**src/rtl/mips_pkg.sv**
```systemverilog
// -----------------------------------------------------------------------------
// mips_pkg
// Shared definitions for the MEM-stage data memory access controller and the
// main decoder that feeds it.
//   state_t        : access controller FSM states
//   ERR_*          : err_code values reported alongside the err pulse
//   OP_LW / OP_SW  : load/store word opcodes, shared with the decoder
// -----------------------------------------------------------------------------
package mips_pkg;

    typedef enum logic [1:0] {
        IDLE = 2'd0,
        REQ  = 2'd1,
        DONE = 2'd2
    } state_t;

    localparam logic [1:0] ERR_NONE     = 2'b00;
    localparam logic [1:0] ERR_MISALIGN = 2'b01;
    localparam logic [1:0] ERR_ILLEGAL  = 2'b10;
    localparam logic [1:0] ERR_TIMEOUT  = 2'b11;

    localparam logic [5:0] OP_LW = 6'h23;
    localparam logic [5:0] OP_SW = 6'h2B;

    // A word access is legal only on a 4-byte boundary.
    function automatic logic is_misaligned(input logic [1:0] low_bits);
        return (low_bits != 2'b00);
    endfunction

endpackage

```
**src/rtl/dmem_access_ctrl_if.sv**
```systemverilog
// -----------------------------------------------------------------------------
// dmem_access_ctrl_if
// Request/acknowledge bus between the access controller and data memory.
//   mem_req    : request, held until mem_ack
//   mem_we     : 1 = write, 0 = read; stable while mem_req
//   mem_addr   : word-aligned byte address; stable while mem_req
//   mem_wdata  : store data; stable while mem_req
//   mem_ack    : completion from memory
//   mem_rdata  : read data, valid with mem_ack on reads
// master = controller side, slave = memory side.
// -----------------------------------------------------------------------------
interface dmem_access_ctrl_if #(
    parameter int ADDR_W = 32,
    parameter int DATA_W = 32
);

    logic              mem_req;
    logic              mem_we;
    logic [ADDR_W-1:0] mem_addr;
    logic [DATA_W-1:0] mem_wdata;
    logic              mem_ack;
    logic [DATA_W-1:0] mem_rdata;

    modport master (
        output mem_req,
        output mem_we,
        output mem_addr,
        output mem_wdata,
        input  mem_ack,
        input  mem_rdata
    );

    modport slave (
        input  mem_req,
        input  mem_we,
        input  mem_addr,
        input  mem_wdata,
        output mem_ack,
        output mem_rdata
    );

endinterface

```
**src/rtl/dmem_access_ctrl.sv**
```systemverilog
// -----------------------------------------------------------------------------
// dmem_access_ctrl
// Consumer of the decoder MemRead/MemWrite controls. Turns a MEM-stage load or
// store into a req/ack transaction with variable-latency data memory, stalls
// the pipeline until it completes and returns load data. Misaligned, illegal
// (read and write together) and timed-out accesses raise a one-cycle err.
//
// Ports
//   clk, rst_n : clock, asynchronous active-low reset
//   MemRead    : load request
//   MemWrite   : store request
//   addr       : byte address from the ALU
//   wdata      : store data
//   rdata      : last load result, held until the next load completes
//   stall      : freeze PC/IF/ID/EX/MEM registers
//   err        : one-cycle error pulse
//   err_code   : 01 misaligned, 10 read+write, 11 timeout; holds last value
//   mem        : memory bus (master side)
// -----------------------------------------------------------------------------
module dmem_access_ctrl
    import mips_pkg::*;
#(
    parameter int ADDR_W  = 32,
    parameter int DATA_W  = 32,
    parameter int TIMEOUT = 16
) (
    input  logic              clk,
    input  logic              rst_n,
    input  logic              MemRead,
    input  logic              MemWrite,
    input  logic [ADDR_W-1:0] addr,
    input  logic [DATA_W-1:0] wdata,
    output logic [DATA_W-1:0] rdata,
    output logic              stall,
    output logic              err,
    output logic [1:0]        err_code,
    dmem_access_ctrl_if.master mem
);

    localparam int               CNT_W    = $clog2(TIMEOUT);
    localparam logic [CNT_W-1:0] CNT_LAST = CNT_W'(TIMEOUT - 1);

    state_t            state;
    state_t            state_n;
    logic [CNT_W-1:0]  cnt;
    logic [CNT_W-1:0]  cnt_n;

    logic              we_q;
    logic [ADDR_W-1:0] addr_q;
    logic [DATA_W-1:0] wdata_q;

    logic              accept;
    logic              rdata_ld;
    logic              err_set;
    logic [1:0]        err_code_n;
    logic              rq;

    assign rq = MemRead | MemWrite;

    // -------------------------------------------------------------------------
    // State register
    // -------------------------------------------------------------------------
    always_ff @(posedge clk or negedge rst_n) begin
        if (!rst_n) begin
            state <= IDLE;
            cnt   <= '0;
        end else begin
            state <= state_n;
            cnt   <= cnt_n;
        end
    end

    // -------------------------------------------------------------------------
    // Next state and control
    // -------------------------------------------------------------------------
    always_comb begin
        state_n    = state;
        cnt_n      = cnt;
        stall      = 1'b0;
        accept     = 1'b0;
        rdata_ld   = 1'b0;
        err_set    = 1'b0;
        err_code_n = err_code;

        unique case (state)
            IDLE: begin
                cnt_n = '0;
                // Illegal is checked before alignment so it wins when both apply.
                if (MemRead && MemWrite) begin
                    err_set    = 1'b1;
                    err_code_n = ERR_ILLEGAL;
                end else if (rq && is_misaligned(addr[1:0])) begin
                    err_set    = 1'b1;
                    err_code_n = ERR_MISALIGN;
                end else if (rq) begin
                    // Stall must rise in this same cycle so the pipeline does
                    // not advance past the load/store before it is serviced.
                    stall   = 1'b1;
                    accept  = 1'b1;
                    state_n = REQ;
                end
            end

            REQ: begin
                stall = 1'b1;
                cnt_n = cnt + CNT_W'(1);
                // An ack on the last allowed cycle still counts as success.
                if (mem.mem_ack) begin
                    rdata_ld = !we_q;
                    state_n  = DONE;
                    cnt_n    = '0;
                end else if (cnt == CNT_LAST) begin
                    err_set    = 1'b1;
                    err_code_n = ERR_TIMEOUT;
                    state_n    = DONE;
                    cnt_n      = '0;
                end
            end

            DONE: begin
                // Pipeline advances on this edge; the instruction still on the
                // inputs is the one just serviced, so nothing is accepted here.
                cnt_n   = '0;
                state_n = IDLE;
            end

            default: begin
                cnt_n   = '0;
                state_n = IDLE;
            end
        endcase
    end

    // -------------------------------------------------------------------------
    // Latched request, load data and error reporting
    // -------------------------------------------------------------------------
    always_ff @(posedge clk or negedge rst_n) begin
        if (!rst_n) begin
            we_q     <= 1'b0;
            addr_q   <= '0;
            wdata_q  <= '0;
            rdata    <= '0;
            err      <= 1'b0;
            err_code <= ERR_NONE;
        end else begin
            if (accept) begin
                we_q    <= MemWrite;
                addr_q  <= {addr[ADDR_W-1:2], 2'b00};
                wdata_q <= wdata;
            end
            if (rdata_ld) begin
                rdata <= mem.mem_rdata;
            end
            err <= err_set;
            if (err_set) begin
                err_code <= err_code_n;
            end
        end
    end

    // Request is a pure state decode so reset removes it without waiting for
    // a clock edge.
    assign mem.mem_req   = (state == REQ);
    assign mem.mem_we    = we_q;
    assign mem.mem_addr  = addr_q;
    assign mem.mem_wdata = wdata_q;

endmodule
```
**src/flat_wrapper.sv**
```systemverilog
// flat-port wrapper written by rule: the top's interface ports become plain ports
module dmem_access_ctrl_flat import mips_pkg::*;
#(
    parameter int ADDR_W  = 32,
    parameter int DATA_W  = 32,
    parameter int TIMEOUT = 16
)
  (clk, rst_n, MemRead, MemWrite, addr, wdata, rdata, stall, err, err_code, mem_mem_req, mem_mem_we, mem_mem_addr, mem_mem_wdata, mem_mem_ack, mem_mem_rdata);
  dmem_access_ctrl_if #(.ADDR_W(ADDR_W), .DATA_W(DATA_W)) mem_i ();
  input  logic clk;
  input  logic rst_n;
  input  logic MemRead;
  input  logic MemWrite;
  input  logic [ADDR_W-1:0] addr;
  input  logic [DATA_W-1:0] wdata;
  output logic [DATA_W-1:0] rdata;
  output logic stall;
  output logic err;
  output logic [1:0] err_code;
  output wire logic [$bits(mem_i.mem_req)-1:0] mem_mem_req;
  output wire logic [$bits(mem_i.mem_we)-1:0] mem_mem_we;
  output wire logic [$bits(mem_i.mem_addr)-1:0] mem_mem_addr;
  output wire logic [$bits(mem_i.mem_wdata)-1:0] mem_mem_wdata;
  input wire logic [$bits(mem_i.mem_ack)-1:0] mem_mem_ack;
  input wire logic [$bits(mem_i.mem_rdata)-1:0] mem_mem_rdata;
  assign mem_mem_req = mem_i.mem_req;
  assign mem_mem_we = mem_i.mem_we;
  assign mem_mem_addr = mem_i.mem_addr;
  assign mem_mem_wdata = mem_i.mem_wdata;
  assign mem_i.mem_ack = mem_mem_ack;
  assign mem_i.mem_rdata = mem_mem_rdata;
  dmem_access_ctrl #(.ADDR_W(ADDR_W), .DATA_W(DATA_W), .TIMEOUT(TIMEOUT)) u_core (.clk(clk), .rst_n(rst_n), .MemRead(MemRead), .MemWrite(MemWrite), .addr(addr), .wdata(wdata), .rdata(rdata), .stall(stall), .err(err), .err_code(err_code), .mem(mem_i));
endmodule
```
**config.mk**
```make
export PLATFORM = sky130hd
export DESIGN_NAME = dmem_access_ctrl_flat
export DESIGN_NICKNAME = d
export VERILOG_FILES = /design/src/rtl/mips_pkg.sv /design/src/rtl/dmem_access_ctrl_if.sv /design/src/rtl/dmem_access_ctrl.sv /design/src/flat_wrapper.sv
export SDC_FILE = /design/constraint.sdc
export NUM_CORES = 1
export LEC_CHECK = 0
export CAP_MARGIN = 25
export CORE_ASPECT_RATIO = 1.4
export CORE_UTILIZATION = 36
export CTS_BUF_LIST = sky130_fd_sc_hd__clkbuf_16
export DETAILED_ROUTE_END_ITERATION = 8
export PLACE_DENSITY = 0.76
export SYNTH_ARGS = -nofsm -noshare
export SYNTH_HDL_FRONTEND = slang
export SYNTH_SLANG_ARGS = --single-unit
export TNS_END_PERCENT = 1
```
**constraint.sdc**
```tcl
create_clock -name clk -period 1.63 [get_ports clk]
set_input_delay 0.2445 -clock clk [delete_from_list [all_inputs] [get_ports clk]]
set_output_delay 0.2445 -clock clk [all_outputs]
set_load 0.01 [all_outputs]
```
[Yosys cells after proc, flatten, opt, wreduce, memory -nomap -nowiden]
Index checks and enable logic that the tools add are counted.
Storage, ports and cells
  bits in registers: 104
  input port bits: 101
  output and inout bits: 102
  logic and storage cells: 53
Operators by class
  add/subtract/negate cells: 1
  eq/ne operators: 9
  mux-type cells: 26
  bitwise gates (word level): 1
  reductions and logical operators: 8
Operators by type and width (number)
  2-bit 2-to-1 mux: 9
  4-bit 2-to-1 mux: 3
  1-bit 2-to-1 mux: 10
  2-bit case mux with 2 select lines: 2
  2-bit inequality test (second input constant): 3
  3-bit by 1-bit inequality test with 1-bit output (second input constant): 2
  5-bit AND reduction: 1
  4-bit by 1-bit adder with 4-bit output (second input constant): 1
  4-bit == test (second input constant): 1
  2-bit by 1-bit inequality test with 1-bit output (second input constant): 2
  1-bit case mux with 2 select lines: 2
  4-bit AND reduction: 1
  2-bit nonzero test: 2
  2-bit by 1-bit == test with 1-bit output (second input constant): 1
  1-bit logical AND: 2
  2-bit logical NOT: 1
  1-bit logical NOT: 1
  1-bit bitwise OR: 1

[Logic depth before layout (Yosys ltp)]
  word-level depth: 6
  depth in mapped cells: 5
  gate-level depth less buffers: 4

[Worst setup path before layout]
OpenSTA, ideal clock, no wires.
  path type: register to register
  start point: register u_core.state[1]
  end point: register u_core.rdata[10]
  library setup time: 125 ps
  arrival time: 1479 ps
  setup slack: 26 ps
  stages on the path, launching flop included: 6
  buffers on the path: 2
  clock period less this slack: 1604 ps
  cells stage by stage: dfrtp_1 > nand2b_1 > buf_6 > nor3b_4 > buf_6 > mux2_2
Between the ends
  longest elaborated chain between the ends: 2
Ends and longest elaborated chain
  start: declaration: RTL line dmem_access_ctrl.sv:43  | state_t state;
  start signal: assignment: RTL line dmem_access_ctrl.sv:68  | state <= state_n;
  2-bit by 1-bit == test with 1-bit output: RTL line dmem_access_ctrl.sv:85  | unique case (state)
  1-bit 2-to-1 mux: RTL line dmem_access_ctrl.sv:85
  end signal: assignment: RTL line dmem_access_ctrl.sv:152  | rdata <= mem.mem_rdata;
  end: declaration: RTL line dmem_access_ctrl.sv:33  | output logic [DATA_W-1:0] rdata,
Every way passes these cells.
A chain may end at the register's enable or synchronous reset.

[Worst setup path in the final report]
  start point: register u_core.state[0]
  end point: register u_core.wdata_q[10] (netlist: u_core.mem.mem_wdata[10])
Between the ends
  longest elaborated chain between the ends: 2
Ends and longest elaborated chain
  2-bit logical NOT: RTL line dmem_access_ctrl.sv:85
  1-bit 2-to-1 mux: RTL line dmem_access_ctrl.sv:85
  end signal: assignment: RTL line dmem_access_ctrl.sv:149  | wdata_q <= wdata;
  end: declaration: RTL line dmem_access_ctrl.sv:50  | logic [DATA_W-1:0] wdata_q;
Every way passes these cells.

==> key figures <==
Worst setup path
  • Worst Path Max Fanout: 40
  • CP startpoint kind: register
  • CP max-delay cell: dfrtp_2
  • CP Cell Sequence: nor4_4 -> nand2_4 -> buf_4 -> buf_12 -> mux2_2
  • Reg2reg end: u_core.mem.mem_wdata[10]
  • Crit path capture type: register
  • Crit path largest cell delay: 0.45 ns
  • Reg2Reg Depth: 5
  • Crit Path Class: register to register
  • Reg-to-Reg Start: u_core.state[0]
  • Worst path required time: 1.84 ns
  • Worst EP arrival: 1.83 ns
  • Register-to-register setup slack: 0.01 ns

Synthesis
  • Yosys cell types: 32
  • Yosys warns: 0
  • Yosys reg bits: 104
  • Synth Instances: 247
  • Largest cells by area after synthesis: dfrtp_1 64%, mux2_2 26%, buf_6 2.5%, nor4_4 0.53%, nor3b_4 0.46%
  • Mapped Area: 4050 sq um
  • Seq/Total Area, Yosys: 64.2%
  • Post-Syn Area per Cell: 16.4 sq um
  • Post-synth top area share: 64.2%
  • Biggest area consumer among synthesized cells: dfrtp_1

Worst hold path
  • Worst hold path class: register to register
  • Hold Startpoint: u_core.cnt[0]
  • Worst Hold Path EP: u_core.cnt[0]
  • Hold Crit Depth: 1

Placed design
  • PortBufs: 200
  • DPL Wire Length: 6960 microns
  • Post-place setup slack: -0.387 ns
  • RePlAce Congestion: 0.816
  • Dpl cells: 591

Global routing
  • First-pass GRT wire length: 14500 microns
  • Grt ovf: 0
  • Initial antenna violation count: 0
  • Largest net degree at the start of global routing: 105
  • Global-route usage over all layers: 16.0%
  • Vias in the first global route: 3072

CTS
  • Longest Clk Path Bufs: 2
  • CTS Root Cell: clkbuf_16
  • Clk sinks: 104
  • CTS tree: yes
  • Clock transition at path regs: 0.07 ns
  • CTS H-tree lvls: 3
  • CTS Buf Count: 9
  • Worst-skew pair later-pin latency: 0.34 ns

Final layout
  • P&R area growth vs syn: 62.9%
  • # diodes: 0
  • Layout cells sized above 1: 28.5%
  • Highest-count cells in the layout ignoring fill and taps: 197 x clkdlybuf4s50_1, 102 x dfrtp_1, 94 x mux2_2, 13 x buf_4, 9 x clkbuf_16
  • Most common cell after layout, fill and taps aside: clkdlybuf4s50_1
  • Layout Cells excl Fill: 607
  • FILL cells: 905
  • Final net count: 565

Die
  • I/O pin cnt: 203
  • Die height: 128 microns
  • Die W: 91.7 microns
  • Die area: 11700 sq um
  • Site Rows: 45
  • Initial core utilization: 37.1%
  • Core box area: 10900 sq um

Run
  • Max Cap Violations: 0

Pwr
  • Flop pwr share: 39.6%
  • Comb pwr share: 36.5%
  • Switching Share: 25.8%
  • Internal Power: 0.00731 W
  • Leak Pwr: 2.82 nW
  • Power share of the clock group: 23.9%
  • Sw power: 0.00254 W
  • PD cells: 1490 nW/um^2
  • Peak VDD IR: 0.711 mV

Status
  • Status: completed

Timing
  • Fin crit share: 99.3%
  • Setup slack after layout: 0.0122 ns
  • Slew margin rel.: 63.7%
  • RSZ-0062 raised after global routing: yes
  • Final Max Slew Viols: 0
  • Final count of hold timing violations: 0
  • Slew @ Worst Pin: 0.545 ns
  • Tmin final: 1.62 ns
  • Worst Hold Slack: 0.469 ns
  • Highest Clock Rate: 0.618 GHz
  • Setup Skew: 0.00920 ns
  • Final setup viols: 0

Routing
  • DRC violations left: 0
  • Drt via density: 4.66
  • Antenna viol nets, final: 0
  • Mean routed wirelength per cell: 15.1 microns
  • Iter 0 DRT Violations: 40
  • First-pass DRT Iterations: 4
  • Final WL: 9160 microns
  • Vias: 2830
cell families after synthesis:
family / after synthesis / share of synthesized area (%)
flops: 104 / 64.2
mux: 95 / 26.4
simple gates: 19 / 3.21
buf+inv: 15 / 3.52
compound gates: 9 / 1.61
xor+xnor: 3 / 0.649
fa+ha+maj: 1 / 0.309
other cells: 1 / 0.0926
worst max-delay path, delay by kind of cell, from the launching register on:
family / cells / cell delay, ns
buffers and inverters: 2 / 0.34
DFF: 1 / 0.45
muxes: 1 / 0.30
and+or+nand+nor: 2 / 0.38
Yosys cell counts (all sizes together):
cell	instances
ha	1
a41oi	1
nand2b	1
mux2i	1
nor3	2
xor2	2
nor4	1
nor3b	2
o31ai	1
inv	2
xnor2	1
a21o	1
mux2	94
a21oi	2
clkbuf	1
or2	1
nand2	5
nand4	1
nor2	3
conb	1
o21ai	1
and2	1
a21boi	1
nand3	2
o31a	1
dfrtp	104
a22o	1
buf	12
how the worst max path moves through the flow:
stage,depth (start not counted),from,endpoint
2_1_floorplan,5,u_core.state[1],u_core.rdata[10]
3_3_place_gp,5,addr[1],stall
3_5_place_dp,5,addr[1],stall
4_1_cts,4,u_core.state[0],stall
5_1_grt,5,u_core.state[0],u_core.mem.mem_addr[19]
6_report,5,u_core.state[0],u_core.mem.mem_wdata[10]
routing by layer:
metal	track usage [%]	vias to the layer above	part of all wire, %
met4	7.94	0	2.6
met5	0	-	0
met3	5.48	20	9.2
li1	-	1295	-
met1	16.9	1376	36
met2	28.3	139	52
flip-flops by register name (all words and copies together) (netlist names):
register and flops:
u_core.mem.mem_we 1, u_core.err_code 2, u_core.state 2, u_core.mem.mem_addr 30, u_core.cnt 4, u_core.rdata 32
u_core.mem.mem_wdata 32, u_core.err 1
power by group through the flow:
stage | Sequential [W] | Combinational [W] | Clock (W)
2_1_floorplan | 0.00435 | 0.000898 | 0
3_3_place_gp | 0.00390 | 0.00358 | 0
3_5_place_dp | 0.00396 | 0.00364 | 0
4_1_cts | 0.00391 | 0.00366 | 0.00242
5_1_grt | 0.00402 | 0.00382 | 0.00251
6_report | 0.00390 | 0.00360 | 0.00235
repair_timing:
item                                    CTS  global route
gates resized for setup                   7             1
endpoints found under the setup margin   29            45
setup buffers                             1             0
hold buffers                              1             0
endpoints found under the hold margin    20             0
pin swaps                                 1             0
layout make-up:
type | instances | area [sq um] | share of cell area [%]
Tap cell | 141 | 176 | 2.67
Inverter | 2 | 7.51 | 0.114
Sequential cell | 104 | 2610 | 39.5
Timing Repair Buffer | 217 | 2170 | 32.9
Clock buffer | 9 | 225 | 3.41
Multi-Input combinational cell | 129 | 1310 | 19.9
Clock inverter | 5 | 98.8 | 1.50
stage by stage:
step | setup TNS [ns] | total power [W] | cell area, sq um | util, %
4_1_cts | 0 | 0.0100 | 6600 | 60.4
3_3_place_gp | -17.28 | 0.00747 | 6260 | 57.3
6_report | 0 | 0.00985 | 6600 | 60.4
5_1_grt | -1.51 | 0.0103 | 6600 | 60.4
3_5_place_dp | -20.65 | 0.00760 | 6260 | 57.3
2_1_floorplan | 0 | 0.00525 | 4060 | -
Note: power is estimated with default switching activity, not from simulation.
